$ cat src/rtl/pipe_hazard_ctrl_pkg.sv
// Shared types and codes for the pipeline hazard controller.
// State encoding, forwarding selects and branch-stage constants.
package pipe_ctrl_pkg;

  typedef enum logic {
    RUN  = 1'b0,
    DATA = 1'b1
  } state_e;

  localparam logic [1:0] FWD_RF    = 2'b00;
  localparam logic [1:0] FWD_EXMEM = 2'b01;
  localparam logic [1:0] FWD_MEMWB = 2'b10;

  localparam int BR_EX  = 2;
  localparam int BR_MEM = 3;

endpackage

$ cat src/rtl/pipe_hazard_ctrl_fwd_select.sv
// Operand forwarding select for one EX source register.
// The nearer producer (EX/MEM) wins over MEM/WB; x0 never forwards.
module fwd_select
  import pipe_ctrl_pkg::*;
#(
  parameter int RA_W = 5
) (
  input  logic [RA_W-1:0] ex_rs,
  input  logic            mem_regwrite,
  input  logic [RA_W-1:0] mem_rd,
  input  logic            wb_regwrite,
  input  logic [RA_W-1:0] wb_rd,
  output logic [1:0]      fwd
);

  logic w_mem_hit;
  logic w_wb_hit;

  assign w_mem_hit = mem_regwrite && (mem_rd != '0)
                     && (mem_rd == ex_rs);
  assign w_wb_hit  = wb_regwrite && (wb_rd != '0)
                     && (wb_rd == ex_rs);

  always_comb begin
    fwd = FWD_RF;
    if (w_mem_hit)
      fwd = FWD_EXMEM;
    else if (w_wb_hit)
      fwd = FWD_MEMWB;
  end

endmodule

$ cat src/rtl/pipe_hazard_ctrl.sv
// Hazard, stall and flush controller for a 5-stage core sharing one
// memory port between fetch and data with MEM_LAT-cycle accesses.
module pipe_hazard_ctrl
  import pipe_ctrl_pkg::*;
#(
  parameter int RA_W     = 5,
  parameter int MEM_LAT  = 1,
  parameter int BR_STAGE = 2,
  parameter int CNT_W    = 32
) (
  input  logic             clk,
  input  logic             rst,
  input  logic [RA_W-1:0]  id_rs1,
  input  logic [RA_W-1:0]  id_rs2,
  input  logic             id_use1,
  input  logic             id_use2,
  input  logic [RA_W-1:0]  ex_rs1,
  input  logic [RA_W-1:0]  ex_rs2,
  input  logic [RA_W-1:0]  ex_rd,
  input  logic             ex_memread,
  input  logic [RA_W-1:0]  mem_rd,
  input  logic             mem_regwrite,
  input  logic [RA_W-1:0]  wb_rd,
  input  logic             wb_regwrite,
  input  logic             mem_req,
  input  logic             redirect,
  output logic             pc_en,
  output logic             if_id_en,
  output logic             id_ex_en,
  output logic             ex_mem_en,
  output logic             mem_wb_en,
  output logic             if_id_flush,
  output logic             id_ex_flush,
  output logic             ex_mem_flush,
  output logic             mem_sel,
  output logic [1:0]       fwd_a,
  output logic [1:0]       fwd_b,
  output logic [CNT_W-1:0] stall_cnt,
  output logic [CNT_W-1:0] flush_cnt
);

  localparam int LW = (MEM_LAT > 1) ? $clog2(MEM_LAT) : 1;
  localparam logic [LW-1:0] LAST = LW'(MEM_LAT - 1);
  localparam logic BR_M = (BR_STAGE == BR_MEM);

  state_e           r_state;
  logic [LW-1:0]    r_lat;
  logic [CNT_W-1:0] r_stall;
  logic [CNT_W-1:0] r_flush;

  logic       w_last;
  logic       w_lu;
  logic       w_adv;
  logic       w_rel;
  logic       w_stall_inc;
  logic       w_flush_inc;
  logic [1:0] w_fa;
  logic [1:0] w_fb;

  assign w_last = (r_lat == LAST);
  assign w_lu   = ex_memread && (ex_rd != '0)
                  && ((id_use1 && (id_rs1 == ex_rd))
                   || (id_use2 && (id_rs2 == ex_rd)));
  assign w_adv  = (r_state == RUN) && w_last && !mem_req;
  assign w_rel  = (r_state == DATA) && w_last;

  assign w_stall_inc = !w_adv || (!redirect && w_lu);
  assign w_flush_inc = (w_adv || w_rel) && redirect;

  fwd_select #(.RA_W(RA_W)) u_fwd_a (
    .ex_rs       (ex_rs1),
    .mem_regwrite(mem_regwrite),
    .mem_rd      (mem_rd),
    .wb_regwrite (wb_regwrite),
    .wb_rd       (wb_rd),
    .fwd         (w_fa)
  );

  fwd_select #(.RA_W(RA_W)) u_fwd_b (
    .ex_rs       (ex_rs2),
    .mem_regwrite(mem_regwrite),
    .mem_rd      (mem_rd),
    .wb_regwrite (wb_regwrite),
    .wb_rd       (wb_rd),
    .fwd         (w_fb)
  );

  always_comb begin
    pc_en        = 1'b0;
    if_id_en     = 1'b0;
    id_ex_en     = 1'b0;
    ex_mem_en    = 1'b0;
    mem_wb_en    = 1'b0;
    if_id_flush  = 1'b0;
    id_ex_flush  = 1'b0;
    ex_mem_flush = 1'b0;
    mem_sel      = 1'b0;
    fwd_a        = FWD_RF;
    fwd_b        = FWD_RF;
    if (!rst) begin
      mem_sel = (r_state == DATA);
      fwd_a   = w_fa;
      fwd_b   = w_fb;
      if (w_adv) begin
        id_ex_en  = 1'b1;
        ex_mem_en = 1'b1;
        mem_wb_en = 1'b1;
        if (redirect) begin
          pc_en        = 1'b1;
          if_id_en     = 1'b1;
          if_id_flush  = 1'b1;
          id_ex_flush  = 1'b1;
          ex_mem_flush = BR_M;
        end else if (w_lu) begin
          id_ex_flush = 1'b1;
        end else begin
          pc_en    = 1'b1;
          if_id_en = 1'b1;
        end
      end else if (w_rel) begin
        // No fetch happened during the data access: IF/ID gets a bubble.
        id_ex_en    = 1'b1;
        ex_mem_en   = 1'b1;
        mem_wb_en   = 1'b1;
        if_id_flush = 1'b1;
        if (redirect) begin
          pc_en        = 1'b1;
          id_ex_flush  = 1'b1;
          ex_mem_flush = BR_M;
        end
      end
    end
  end

  always_ff @(posedge clk or posedge rst) begin
    if (rst) begin
      r_state <= RUN;
      r_lat   <= '0;
      r_stall <= '0;
      r_flush <= '0;
    end else begin
      unique case (r_state)
        RUN: begin
          if (mem_req) begin
            r_state <= DATA;
            r_lat   <= '0;
          end else if (w_last) begin
            r_lat <= '0;
          end else begin
            r_lat <= r_lat + 1'b1;
          end
        end
        DATA: begin
          if (w_last) begin
            r_state <= RUN;
            r_lat   <= '0;
          end else begin
            r_lat <= r_lat + 1'b1;
          end
        end
        default: begin
          r_state <= RUN;
          r_lat   <= '0;
        end
      endcase
      if (w_stall_inc && (r_stall != '1))
        r_stall <= r_stall + 1'b1;
      if (w_flush_inc && (r_flush != '1))
        r_flush <= r_flush + 1'b1;
    end
  end

  assign stall_cnt = r_stall;
  assign flush_cnt = r_flush;

endmodule

$ cat config.mk
export PLATFORM = sky130hd
export DESIGN_NAME = pipe_hazard_ctrl
export DESIGN_NICKNAME = d
export VERILOG_FILES = /design/src/rtl/pipe_hazard_ctrl_pkg.sv /design/src/rtl/pipe_hazard_ctrl_fwd_select.sv /design/src/rtl/pipe_hazard_ctrl.sv
export SDC_FILE = /design/constraint.sdc
export NUM_CORES = 1
export LEC_CHECK = 0
export ABC_AREA = 1
export BUFFER_PORTS_ARGS = -buffer_cell sky130_fd_sc_hd__buf_2
export CAP_MARGIN = 20
export CORE_UTILIZATION = 30
export CTS_CLUSTER_DIAMETER = 80
export DETAILED_ROUTE_END_ITERATION = 12
export PLACE_DENSITY = 0.57
export SYNTH_ARGS = -nofsm -noshare
export SYNTH_HDL_FRONTEND = slang
export SYNTH_SLANG_ARGS = --single-unit
$ cat constraint.sdc
create_clock -name clk -period 4.1 [get_ports clk]
set_clock_uncertainty 0.05 [all_clocks]
set_input_delay 1.23 -clock clk [delete_from_list [all_inputs] [get_ports clk]]
set_output_delay 1.23 -clock clk [all_outputs]
set_load 0.005 [all_outputs]
==> results of run 1 <==
==> area by class of cell <==
cell class / instances / share of cell area
inverters: 72 / 0.0458
well taps: 216 / 0.0454
clock inverters: 2 / 0.00589
repair buffers: 122 / 0.104
flip-flops and latches: 65 / 0.273
clock buffers: 14 / 0.0461
multi-input cells: 570 / 0.479
==> metrics by stage <==
stage               cell area [um2]  power, W
finish                         5950   0.00198
global route                   5950   0.00209
CTS                            5950   0.00201
detailed placement             5640   0.00119
global placement               5640   0.00118
floorplan                      4900   0.00103
==> power groups by stage <==
stage                     clock network (W)  logic [W]  registers (W)
final                              0.000807   0.000385       0.000788
after floorplan                           0   0.000249       0.000785
after global placement                    0   0.000383       0.000798
after CTS                          0.000830   0.000391       0.000787
after detailed placement                  0   0.000390       0.000797
after global routing               0.000859   0.000436       0.000797
==> final timing paths <==
check,startpoint,end,slack (ps),cells past startpoint
max in group asynchronous,rst,stall_cnt[5],2250,3
max,mem_rd[3],fwd_b[1],340,6
min reg2reg,stall_cnt[1],stall_cnt[1],490,2
min,stall_cnt[1],stall_cnt[1],490,2
min in group asynchronous,rst,flush_cnt[27],1020,2
max reg2reg,stall_cnt[0],stall_cnt[5],1620,9
==> worst max-delay path, delay by kind of cell <==
kind	cells	cell delay, ps
simple gates	1	290
buf+inv	3	360
compound gates	2	590
==> registers in the layout, summed over array words and instances, names as in the netlist <==
name       count
flush_cnt     32
r_state        1
stall_cnt     32
==> cells in the mapped netlist, drive strengths merged <==
| library cell | number |
|---|---|
| a21boi | 1 |
| a21oi | 6 |
| a22o | 1 |
| and3 | 2 |
| buf | 17 |
| clkbuf | 1 |
| conb | 1 |
| dfrtp | 65 |
| ha | 2 |
| inv | 72 |
| nand2 | 287 |
| nand3 | 51 |
| nand3b | 8 |
| nand4 | 17 |
| nor2 | 92 |
| nor3 | 22 |
| nor4 | 3 |
| o211ai | 2 |
| o21ai | 18 |
| o22ai | 1 |
| o41ai | 1 |
| or2 | 1 |
| xnor2 | 22 |
| xor2 | 32 |
==> metal layers <==
metal / track usage / up-vias / part of all wire
met5: 0 / - / 0
met2: 0.288 / 95 / 0.48
li1: - / 2503 / -
met3: 0.0365 / 21 / 0.034
met4: 0.0534 / 0 / 0.019
met1: 0.209 / 2169 / 0.47
==> cell families (layout without fill, tap and decap cells) <==
| logic type | count (synthesis) | after routing | share of synthesized area |
|---|---|---|---|
| simple gates | 483 | 483 | 0.442 |
| buf+inv | 90 | 210 | 0.0856 |
| flops | 65 | 65 | 0.332 |
| xor+xnor | 54 | 54 | 0.0966 |
| compound gates | 30 | 30 | 0.0378 |
| fa+ha+maj | 2 | 2 | 0.00511 |
| other cells | 1 | 1 | 0.000766 |
==> results.toml, run 1 <==
[clock_tree]
clock_path_buffers = 2
cts_hold_buf = 0
cts-buffers-inserted = 9
cts_tree = "done"
root_buffer = "clkbuf_16"
post_cts_buffers = 0
htreeDepth = 3
post_cts_resized = 0
clock_latency_ps = 340
cts_sinks = 65
clkTransAtPathRegs_ps = 50

[final_layout]
ff_latch_area_um2 = 1630
final_nets = 886
syn_to_final_growth_pct = 21.5
final_common_cell = "nand2_1"
final_cell_mix = "280 x nand2_1, 119 x buf_2, 83 x nor2_1"
antenna_cells = 0
multi_input_area_um2 = 2850
final_cells = 1061
drive_gt1_frac = 0.211
utilization = 0.375
fillers = 1740

[worst_setup_path]
required_ps = 2820
cp_slowest_cell = "o41ai_1"
crit_path_max_incr_delay_ps = 440
crit_path_max_fanout = 3
crit_type = "in2out"
worstSetupStartpointType = "input pin"
cp_data_arrival_time_ps = 2480
path_cells = "buf_2, or2_2, o41ai_1, inv_1, a21oi_1, buf_2"
path_common_cell = "buf_2"
critical_path.endpoint_type = "output pin"

[route]
via_per_inst = 4.51
routedWlPerCell_um = 12.7
vias = 4788
drc_errors = 0
drt_pass1_iterations = 4
wl_um = 13500
drtIter0Drc = 253
ant_nets = 0

[synthesis]
syn-instance-count = 725
ys_types = 38
synth_warnings = 0
synth_area_leaders = "dfrtp_1 33%, nand2_1 21%, nor2_1 6.4%, xor2_1 5.7%, inv_1 5.2%"
syn_nets = 771
seq_area_frac_synth = 0.332
synth_area_um2 = 4900
avgSynthCellArea_um2 = 6.76
synth.largest_area_cell = "dfrtp_1"
synth_top_cell_area_share = 0.332
synth_seq_cells = 65

[place]
dp.cells = 1045
hpwl_um = 10300
place.gp.congestion = 0.923
dp_slack_ps = 374
port_buffers = 119

[global_route]
grt_start_max_net_pins = 40
grt_overflow_total = 0
track_usage = 0.168
antenna_found_initial = 0
grt_pass1_wl_um = 22200
grt_pass1_vias = 4440

[sta]
worstMarginPinSlew_ps = 697
timing.final.crit_share = 0.916
setup-tns-final_ps = 0
fin_crit_ps = 3760
final-hold-violation-count = 0
relSlewSlack = 0.535
whs_ps = 485
setup_ws_ps = 344
fmax_mhz = 266
rsz0062_at_grt = "no"
drv_slew = 0
finalSetupViolCount = 0

[die]
placeableCoreArea_um2 = 15900
die_area_um2 = 16800
boundaryPins = 121
chipWidth_um = 130
rows = 46
die_h_um = 130
start_util = 0.308

[min_path]
hp-class = "reg2reg"

[pwr]
share_seq_of_total_power = 0.398
leakagePower_nw = 3.07
ir_drop_mv = 0.222
p_sw_frac = 0.302
combPwrFrac = 0.194
power.internal_w = 0.00138
pwr-share-clk = 0.408
switching_power_w = 0.000598
power-per-cell-area_nw_per_um2 = 333

[flow_run]
cap_violations = 0

[run_status]
outcome = "finished, final reports clean"
No activity file was read; power rests on OpenSTA's default activity.
==> run 2: changes to the inputs <==
--- a/config.mk
+++ b/config.mk
@@ -12,6 +12,7 @@
 export CTS_CLUSTER_DIAMETER = 80
 export DETAILED_ROUTE_END_ITERATION = 12
 export PLACE_DENSITY = 0.57
+export RECOVER_POWER = 100
 export SYNTH_ARGS = -nofsm -noshare
 export SYNTH_HDL_FRONTEND = slang
 export SYNTH_SLANG_ARGS = --single-unit
==> results.toml, run 2 (same netlist as run 1, synthesis figures left out) <==
[worst_setup_path]
worstSetupStartpointType = "input pin"
crit_path_max_fanout = 3
cp_data_arrival_time_ps = 2500
critical_path.endpoint_type = "output pin"
required_ps = 2820
reg2reg_depth = 10
crit_type = "in2out"
timing.rr.start = "flush_cnt[0]"
r2r_end = "flush_cnt[22]"
reg2reg_setup_slack_ps = 690

[global_route]
track_usage = 0.168
grt_pass1_wl_um = 22200
grt_overflow_total = 0
antenna_found_initial = 0
grt_pass1_vias = 4440
grt_start_max_net_pins = 40

[min_path]
min_path_cells = 2
hold_end = "stall_cnt[1]"
hold_start = "stall_cnt[1]"
hp-class = "reg2reg"

[die]
start_util = 0.308
placeableCoreArea_um2 = 15900
die_h_um = 130
chipWidth_um = 130
die_area_um2 = 16800
rows = 46
boundaryPins = 121

[route]
vias = 4817
drt_pass1_iterations = 4
ant_nets = 0
drtIter0Drc = 275
wl_um = 13500
routedWlPerCell_um = 12.8
via_per_inst = 4.54
drc_errors = 0

[pwr]
power-per-cell-area_nw_per_um2 = 335
power_w = 0.00195
leakagePower_nw = 2.81
ir_drop_mv = 0.219

[sta]
fin_crit_ps = 3780
fmax_mhz = 265
rsz0062_at_grt = "no"
worstMarginPinSlew_ps = 1260
relSlewSlack = 0.158
drv_slew = 0
final-hold-violation-count = 0
timing.final.crit_share = 0.922
whs_ps = 489
finalSetupViolCount = 0
setup-tns-final_ps = 0

[place]
port_buffers = 119
place.gp.congestion = 0.923
placed_area_um2 = 5640
hpwl_um = 10300

[run_status]
outcome = "finished, final reports clean"

[final_layout]
fin_area_um2 = 5810
final_nets = 886
fillers = 1787
final_cell_mix = "282 x nand2_1, 85 x nor2_1, 68 x inv_1"
syn_to_final_growth_pct = 18.6
antenna_cells = 0
ff_latch_area_um2 = 1630
utilization = 0.366
final_common_cell = "nand2_1"
multi_input_area_um2 = 2800
drive_gt1_frac = 0.127

[clock_tree]
cts-buffers-inserted = 9
post_cts_buffers = 0
post_cts_resized = 0
cts_sinks = 65
clock_latency_ps = 340
clock_path_buffers = 2
clkTransAtPathRegs_ps = 50
root_buffer = "clkbuf_16"
cts_hold_buf = 0
htreeDepth = 3
cts_tree = "done"

[flow_run]
cap_violations = 0
## run 2: changes by cell type in the layout (fill, tap and decap cells not counted), moves of 2 or more
| cell | previous run | this run |
|---|---|---|
| clkbuf_2 | 0 | 2 |
| buf_2 | 119 | 60 |
| nor2_1 | 83 | 85 |
| o21ai_2 | 5 | 0 |
| buf_4 | 3 | 0 |
| o21ai_0 | 12 | 18 |
| nand2_4 | 3 | 1 |
| nor2_4 | 4 | 2 |
| clkbuf_1 | 2 | 62 |
| nand2_1 | 280 | 282 |
## run 2: how the worst max path moves through the flow
stage | from | end | slack, ps | cells after the start
after floorplan | mem_rd[3] | fwd_a[1] | 680 | 4
after global routing | mem_rd[3] | fwd_a[1] | 170 | 6
after global placement | mem_rd[3] | fwd_a[1] | 390 | 6
final | mem_rd[3] | fwd_b[1] | 320 | 6
after CTS | mem_rd[3] | fwd_b[1] | 370 | 6
after detailed placement | mem_rd[3] | fwd_b[1] | 370 | 6
## run 2: through the flow
step,std cells,setup slack (ps)
6_report,1061,321
5_1_grt,1061,170
4_1_cts,1061,365
3_5_place_dp,1045,374
3_3_place_gp,1045,393
2_1_floorplan,725,681
## run 2: area by class of cell
class / instances / area share
Clock buffer: 14 / 0.0472
Clock inverter: 2 / 0.00603
Inverter: 72 / 0.0465
Multi-Input combinational cell: 570 / 0.482
Sequential cell: 65 / 0.280
Tap cell: 216 / 0.0465
Timing Repair Buffer: 122 / 0.0922
## run 2: power breakdown
group / total (W) / leakage, nW / internal (W) / switching, W
combinational: 0.000355 / 1.77 / 0.000139 / 0.000216
sequential: 0.000787 / 0.887 / 0.000703 / 0.0000844
clock: 0.000805 / 0.153 / 0.000520 / 0.000285
total: 0.00195 / 2.81 / 0.00136 / 0.000586
## run 2: critical path, cell delays in order
cell and delay, ps:
buf_2 120, or2_2 290, o41ai_1 450, inv_1 120, a21oi_1 160, clkbuf_2 130
## run 2: metal layers
| layer | wire [um] | GRT usage | vias to the layer above |
|---|---|---|---|
| li1 | - | - | 2501 |
| met1 | 6250 | 0.209 | 2179 |
| met2 | 6490 | 0.288 | 118 |
| met3 | 566 | 0.0365 | 19 |
| met4 | 220 | 0.0534 | 0 |
| met5 | 0 | 0 | - |
==> run 3: changes to the inputs <==
--- a/config.mk
+++ b/config.mk
@@ -5,13 +5,12 @@
 export SDC_FILE = /design/constraint.sdc
 export NUM_CORES = 1
 export LEC_CHECK = 0
-export ABC_AREA = 1
 export BUFFER_PORTS_ARGS = -buffer_cell sky130_fd_sc_hd__buf_2
 export CAP_MARGIN = 20
 export CORE_UTILIZATION = 30
 export CTS_CLUSTER_DIAMETER = 80
 export DETAILED_ROUTE_END_ITERATION = 12
-export PLACE_DENSITY = 0.57
+export PLACE_DENSITY = 0.6
 export RECOVER_POWER = 100
 export SYNTH_ARGS = -nofsm -noshare
 export SYNTH_HDL_FRONTEND = slang
==> results.toml, run 3 <==
[worst_setup_path]
crit_path_max_fanout = 5
cp_data_arrival_time_ps = 2670
worstSetupStartpointType = "input pin"
crit_type = "in2out"
critical_path.endpoint_type = "output pin"
required_ps = 2820

[synthesis]
synth_compound_area_frac = 0.0345
synth_area_leaders = "dfrtp_1 47%, xnor2_1 15%, xor2_1 8.0%, nand4_1 5.0%, nand2_1 3.7%"
synthAdderAreaFrac = 0.00718
synth.most_common_cell = "dfrtp_1"
synth.largest_area_cell = "dfrtp_1"
seq_area_frac_synth = 0.467
synth_mux_area_frac = 0.00323
synth_warnings = 0
synth_ff_type = "dfrtp_1"
synth-edff-count = 0
ys_types = 35
synth_area_um2 = 3480
synth-xor-area-share = 0.231
syn-instance-count = 343
yosys.area_share.simple = 0.232
synth_seq_cells = 65
ys_top_cells_by_count = "65 x dfrtp_1, 60 x xnor2_1, 34 x nand2_1"
avgSynthCellArea_um2 = 10.2
syn_nets = 389
synth_top_cell_area_share = 0.467
synthArstFlopShare = 1.00
synth_top_family_by_area = "simple AND/OR/NAND/NOR gates"

[sta]
final-hold-violation-count = 0
fin_crit_ps = 3950
setup-tns-final_ps = 0
timing.final.crit_share = 0.964
rsz0062_at_grt = "no"
whs_ps = 434
fmax_mhz = 253
finalSetupViolCount = 0
relSlewSlack = -0.114
drv_slew = 66
worstMarginPinSlew_ps = 1670

[route]
routedWlPerCell_um = 14.0
via_per_inst = 4.84
drtIter0Drc = 94
wl_um = 8570
drt_pass1_iterations = 4
drc_errors = 0
vias = 2974
ant_nets = 0

[clock_tree]
cts-buffers-inserted = 9
clkTransAtPathRegs_ps = 60
cts_hold_buf = 0
cts_sinks = 65
htreeDepth = 3
clock_latency_ps = 330
root_buffer = "clkbuf_16"
clock_path_buffers = 2
cts_tree = "done"

[global_route]
grt_overflow_total = 0
grt_pass1_vias = 2962
antenna_found_initial = 0
grt_pass1_wl_um = 13600
grt_start_max_net_pins = 66
track_usage = 0.149

[run_status]
outcome = "finished with violations"
violations = "max-capacitance violations, max-slew violations"

[flow_run]
cap_violations = 1

[place]
place.gp.congestion = 0.751
dp.cells = 598
port_buffers = 119
hpwl_um = 6390

[die]
chipWidth_um = 110
rows = 38
die_area_um2 = 12000
die_h_um = 110
placeableCoreArea_um2 = 11100
boundaryPins = 121
start_util = 0.314

[final_layout]
drive_gt1_frac = 0.196
utilization = 0.401
final_cells = 614
antenna_cells = 0
final_cell_mix = "70 x buf_2, 65 x dfrtp_1, 60 x xnor2_1"
syn_to_final_growth_pct = 27.6
final_common_cell = "buf_2"
final_nets = 515

[pwr]
power-per-cell-area_nw_per_um2 = 416
ir_drop_mv = 0.270
leakagePower_nw = 2.02

[min_path]
hp-class = "reg2reg"
[run 3: cell count changes in the layout (fill, tap and decap cells not counted), sizes merged, moves of 15 or more]
cell	change
xnor2	+38
o21ai	-15
nand3	-37
nand2	-253
inv	-65
nor2	-69
[run 3: through the flow]
stage | area [um2] | setup WS, ps | total power [W]
detailed placement | 4240 | 122 | 0.00112
finish | 4440 | 146 | 0.00185
global placement | 4240 | 132 | 0.00111
global route | 4440 | 87.1 | 0.00195
floorplan | 3500 | -18.2 | 0.000975
CTS | 4530 | 106 | 0.00189
[run 3: area by class of cell]
type | instances | area, um2
clock inverters | 5 | 56.3
clock buffers | 11 | 233
inverters | 8 | 33.8
fillers | 1145 | 6630
flip-flops and latches | 65 | 1630
well taps | 140 | 175
multi-input cells | 263 | 1770
repair buffers | 122 | 551
[run 3: critical path, cell delays in order]
cell,delay [ps]
clkbuf_1,110
or4_1,560
o21ai_2,140
nor2_1,60
a211o_4,360
nor2_1,90
clkbuf_1,120
[run 3: final timing paths]
check,start,endpoint,slack (ps),depth (start not counted)
setup / recovery,ex_rd[1],if_id_en,150,7
hold / removal,stall_cnt[15],stall_cnt[15],430,1
setup reg to reg,stall_cnt[0],stall_cnt[29],910,7
hold reg to reg,stall_cnt[15],stall_cnt[15],430,1
max in group asynchronous,rst,flush_cnt[4],1430,3
min in group asynchronous,rst,flush_cnt[21],1590,3
[run 3: power by group]
| group | switching, W | internal [W] | leakage, nW |
|---|---|---|---|
| logic | 0.000143 | 0.000150 | 1.02 |
| registers | 0.0000906 | 0.000712 | 0.857 |
| clock network | 0.000285 | 0.000470 | 0.139 |
[run 3: metal layers]
layer  share of wire  global-route usage  up-vias
met5               0                   0        -
met4           0.013              0.0648        0
met3           0.066              0.0421        9
met2            0.47               0.247      101
met1            0.46               0.179     1428
li1                -                   -     1436
[run 3: timing repair]
item	in CTS	in global routing
gates resized for setup	0	1
endpoints found under the hold margin	0	0
buffers inserted	0	0
setup endpoints to repair	0	1
[run 3: kinds of logic (layout without fill, tap and decap cells)]
group,Yosys count,count (layout)
and+or+nand+nor,154,154
xor gates and xnor gates,92,92
DFF,65,65
muxes,1,1
adders and majority gates,2,2
buffers and inverters,15,146
AOI/OAI and AO/OA,13,13
other,1,1
